$ cat config.mk
export PLATFORM = sky130hd
export DESIGN_NAME = regfile_wb_arbiter
export DESIGN_NICKNAME = d
export VERILOG_FILES = /design/src/rtl/regfile_wb_arbiter.sv
export SDC_FILE = /design/constraint.sdc
export NUM_CORES = 1
export LEC_CHECK = 0
export ABC_AREA = 0
export CAP_MARGIN = 5
export CORE_MARGIN = 1.5
export CORE_UTILIZATION = 50
export CTS_CLUSTER_DIAMETER = 80
export CTS_CLUSTER_SIZE = 16
export DETAILED_ROUTE_END_ITERATION = 6
export HOLD_SLACK_MARGIN = 0.06
export PLACE_DENSITY = 0.92
export SYNTH_ARGS = -nofsm -noshare
export SYNTH_HDL_FRONTEND = slang
export SYNTH_SLANG_ARGS = --single-unit
$ cat constraint.sdc
create_clock -name clk -period 1.8 [get_ports clk]
set_input_delay 0.27 -clock clk [delete_from_list [all_inputs] [get_ports clk]]
set_output_delay 0.27 -clock clk [all_outputs]
set_load 0.005 [all_outputs]
$ cat src/rtl/regfile_wb_arbiter.sv
`default_nettype none
// +----------------------------------------------------------------------------+
// | Module      : regfile_wb_arbiter                                           |
// | Description : Two-requester register-file writeback arbiter. Requester 0 |
// |               is ALU writeback and requester 1 is load writeback. Each     |
// |               requester has a one-entry holding buffer. Contention between |
// |               the buffers is resolved by an alternating priority FSM, and  |
// |               one register write is issued per cycle.                      |
// | Option      : define WB_CONFLICT_COUNT_EN to add a 16-bit saturating       |
// |               counter of cycles with contention (port conflict_cnt).       |
// | Revision    : 1.0 - initial release                                        |
// +----------------------------------------------------------------------------+
module regfile_wb_arbiter (
  input  logic        clk,
  input  logic        rst_n,
  input  logic        flush,
  input  logic        req0_valid,
  input  logic [4:0]  req0_addr,
  input  logic [31:0] req0_data,
  output logic        req0_ready,
  input  logic        req1_valid,
  input  logic [4:0]  req1_addr,
  input  logic [31:0] req1_data,
  output logic        req1_ready,
  output logic        wr_en,
  output logic [4:0]  wr_addr,
  output logic [31:0] wr_data
`ifdef WB_CONFLICT_COUNT_EN
  ,
  output logic [15:0] conflict_cnt
`endif
);

  // Priority FSM encoding: which buffer wins when both are occupied.
  localparam logic [0:0] c_PRI0 = 1'b0;
  localparam logic [0:0] c_PRI1 = 1'b1;

  logic [1:0]  r_buf_v;
  logic [4:0]  r_buf_addr0;
  logic [4:0]  r_buf_addr1;
  logic [31:0] r_buf_data0;
  logic [31:0] r_buf_data1;
  logic [0:0]  r_state;
  logic        r_wr_en;
  logic [4:0]  r_wr_addr;
  logic [31:0] r_wr_data;
  logic [1:0]  w_grant;
  logic [1:0]  w_xfer;

  // Grant selection: a lone occupied buffer wins outright; on contention the FSM decides.
  always_comb begin
    w_grant = 2'b00;
    if (!flush) begin
      if (r_buf_v == 2'b11) begin
        w_grant = (r_state == c_PRI0) ? 2'b01 : 2'b10;
      end else begin
        w_grant = r_buf_v;
      end
    end
  end

  // A buffer accepts when empty or being drained this cycle. The rst_n term
  // keeps both ready outputs low for the whole time reset is asserted.
  assign req0_ready = (~r_buf_v[0] | w_grant[0]) & ~flush & rst_n;
  assign req1_ready = (~r_buf_v[1] | w_grant[1]) & ~flush & rst_n;

  assign w_xfer[0] = req0_valid & req0_ready;
  assign w_xfer[1] = req1_valid & req1_ready;

  // Holding buffers: load on transfer, clear on drain, reload when both coincide.
  always_ff @(posedge clk or negedge rst_n) begin
    if (!rst_n) begin
      r_buf_v     <= 2'b00;
      r_buf_addr0 <= 5'd0;
      r_buf_addr1 <= 5'd0;
      r_buf_data0 <= 32'd0;
      r_buf_data1 <= 32'd0;
    end else if (flush) begin
      r_buf_v <= 2'b00;
    end else begin
      if (w_xfer[0]) begin
        r_buf_v[0]  <= 1'b1;
        r_buf_addr0 <= req0_addr;
        r_buf_data0 <= req0_data;
      end else if (w_grant[0]) begin
        r_buf_v[0] <= 1'b0;
      end
      if (w_xfer[1]) begin
        r_buf_v[1]  <= 1'b1;
        r_buf_addr1 <= req1_addr;
        r_buf_data1 <= req1_data;
      end else if (w_grant[1]) begin
        r_buf_v[1] <= 1'b0;
      end
    end
  end

  // Priority FSM: the buffer just served yields priority to the other one.
  always_ff @(posedge clk or negedge rst_n) begin
    if (!rst_n) begin
      r_state <= c_PRI0;
    end else if (w_grant[0]) begin
      r_state <= c_PRI1;
    end else if (w_grant[1]) begin
      r_state <= c_PRI0;
    end
  end

  // Write port register: one-cycle strobe, address/data hold while idle.
  always_ff @(posedge clk or negedge rst_n) begin
    if (!rst_n) begin
      r_wr_en   <= 1'b0;
      r_wr_addr <= 5'd0;
      r_wr_data <= 32'd0;
    end else begin
      r_wr_en <= |w_grant;
      if (w_grant[0]) begin
        r_wr_addr <= r_buf_addr0;
        r_wr_data <= r_buf_data0;
      end else if (w_grant[1]) begin
        r_wr_addr <= r_buf_addr1;
        r_wr_data <= r_buf_data1;
      end
    end
  end

  assign wr_en   = r_wr_en;
  assign wr_addr = r_wr_addr;
  assign wr_data = r_wr_data;

`ifdef WB_CONFLICT_COUNT_EN
  logic [15:0] r_conflict_cnt;
  logic        w_conflict;

  assign w_conflict = (r_buf_v == 2'b11) & ~flush;

  // Contention counter, saturating at all-ones.
  always_ff @(posedge clk or negedge rst_n) begin
    if (!rst_n) begin
      r_conflict_cnt <= 16'd0;
    end else if (w_conflict && (r_conflict_cnt != 16'hFFFF)) begin
      r_conflict_cnt <= r_conflict_cnt + 16'd1;
    end
  end

  assign conflict_cnt = r_conflict_cnt;
`endif

endmodule
`default_nettype wire

==> reports/summary.txt <==
Post-route non-filler standard cell count: 653
Worst setup margin: 83.4 ps
Avg Inst Size Synth: 13.1 um^2
Ports: 119
Routed Antenna Nets: 0
Post-layout nets: 587
Measured slew at the worst slew-check pin: 781 ps
Final min period: 1720 ps
Crit start category: register
Port buffer count: 118
Clock Tree Buf Depth: 2
Worst hold path type: in2async
Comb power frac: 20.3%
Post-synthesis cell type count: 23
Clk network pwr share: 38.4%
FP Rows: 36
Fillcell total: 642
Static leakage: 2.90 nW
Peak VDD IR: 548 uV
Post-synthesis register bit count: 115
Initial detailed-routing violation count: 149
DIE WIDTH: 103 um
Commonest non-fill, non-tap cells in the layout: clkdlybuf4s50_1 (115), dfrtp_1 (115), a31oi_1 (38), mux2_4 (38), nor2_1 (38)
Kind of end point of the critical path: register
Final worst path period share: 95.4%
Worst skew pair latency: 500 ps
Relative slew margins: 48.0%
ANT cells: 0
Initial core utilization: 51.4%
PD cells: 1200 mW/mm^2
Pin count of the biggest net entering global routing: 76
Final setup TNS: 0 ps
Tot GR Track Use: 24.1%
Fin Clk Skew: 14.3 ps
Post-Syn Nets: 463
DRC violations left: 0
Area of the mapped netlist: 0.00502 mm^2
Number of global-route vias before repair: 3740
Die height: 103 um
Critical Path AT: 2130 ps
CTS tree: yes
Via density: 5.55
Pwr Total: 8.42 mW
DIE AREA: 0.0107 mm^2
Cells after Synth: 384
Footprint of the multi-input gates: 0.00197 mm^2
R2r worst-path depth: 5
Switching Fraction: 24.1%
Clock Pin Slew Worst Setup and Hold Paths: 50 ps
Max-capacitance violation count: 0
Psw: 2.02 mW
Synth Warn #: 0
Fmax: 583 MHz
WL final: 12.4 mm
Clk sinks: 115
WL per Instance: 19.0 um
Critical-path maximum fanout: 38
Final Hold Viols: 0
CP Data Required Time: 2210 ps
First-pass GRT wire length: 19.0 mm
Max Slew Vio Count: 0
Internal: 6.39 mW
RSZ-0062 raised after global routing: no
Gp weighted congestion: 0.791
Seq. cell area: 0.00288 mm^2
Core area: 0.00977 mm^2
Detail Placement HPWL: 7.72 mm
TritonCTS Buffers: 17
GRT Residual Overflow: 0
Status: completed
CTS Root Buffer Type: clkbuf_8
Via Count: 3624
Antenna violations before repair: 0
Crit Path Category: reg2reg
Setup violators final: 0
Post-synthesis sequential area ratio: 57.3%
H-tree Lvls: 4
Dpl ws: -132 ps
Reg power frac: 41.3%
Final worst hold slack: 341 ps
Layout cells sized above 1: 26.2%
Drt first pass iters: 4
Inst Count DP: 617
Area Overhead vs Synth: 39.6%
## worst max-delay path, stage by stage (launching register included)
cell,delay (ps)
dfrtp_1,390
buf_4,150
buf_4,140
and2_4,270
or3b_2,510
a31oi_2,170
## worst paths after layout
kind / to / startpoint / slack [ps]
worst max register to register: wr_data[31] / r_state / 80
worst min-delay path: r_buf_data1[21] / rst_n / 340
worst max-delay path: wr_data[31] / r_state / 80
max in group asynchronous: wr_addr[1] / rst_n / 720
min in group clk: r_buf_data1[20] / req1_data[20] / 380
worst min register to register: r_buf_data0[17] / r_buf_data0[17] / 500
## flip-flops by register name, indices dropped and copies added, names as in the netlist
signal       flops
wr_en            1
r_buf_addr0      5
r_buf_data0     32
r_state          1
wr_addr          5
r_buf_data1     32
r_buf_v          2
r_buf_addr1      5
wr_data         32
## through the flow
stage | utilization, % | instance area [um^2]
after global placement | 65.2 | 6380
after detailed placement | 65.2 | 6380
final | 71.7 | 7010
after CTS | 71.5 | 6990
after global routing | 71.7 | 7010
after floorplan | - | 5020
## synth_stat cells, drive strengths merged
cell type / n / area [um^2]
a21o: 2 / 15.0
a31oi: 39 / 244
and2: 1 / 8.76
buf: 13 / 109
clkbuf: 19 / 76.3
dfrtp: 115 / 2880
inv: 1 / 3.75
mux2: 74 / 976
nand2: 1 / 3.75
nand2b: 2 / 12.5
nor2: 38 / 143
nor2b: 1 / 6.26
o211a: 2 / 20.0
o21ai: 37 / 185
o21ba: 1 / 10.0
o22ai: 1 / 6.26
or3b: 37 / 324
## power by group through the flow
stage          clock network (mW)  registers (mW)  logic, mW
3_3_place_gp                    0            3.46       1.59
4_1_cts                      3.29            3.47       1.71
6_report                     3.23            3.47       1.71
3_5_place_dp                    0            3.50       1.66
5_1_grt                      3.41            3.53       1.86
2_1_floorplan                   0            3.42      0.794
## metal layers
metal | up-vias | GRT usage (%) | part of all wire, %
li1 | 1637 | - | -
met1 | 1820 | 29.8 | 42
met2 | 135 | 40.6 | 50
met3 | 32 | 6.45 | 4.6
met4 | 0 | 9.36 | 2.8
met5 | - | 0 | 0
## cells by family after synthesis
kind of cell,count (synthesis),synth area share (%)
AOI/OAI and AO/OA,82,9.57
DFF,115,57.3
and+or+nand+nor,80,9.92
muxes,74,19.4
buffers and inverters,33,3.76
## timing repair
item                                    4_1_cts  5_1_grt
resized for setup                             3        3
hold buffers                                  1        0
setup buffers                                 3        0
endpoints found under the hold margin       115        0
cloned                                        0        1
endpoints found under the setup margin        2       17
pin swaps                                     1        0
## layout make-up
class                   count  area share, %
well taps                 133           2.37
inverters                   1         0.0536
multi-input cells         237           28.1
flip-flops and latches    115           41.1
clock inverters             9           1.46
repair buffers            136           20.0
clock buffers              22           6.89
Note: power is estimated with default switching activity, not from simulation.
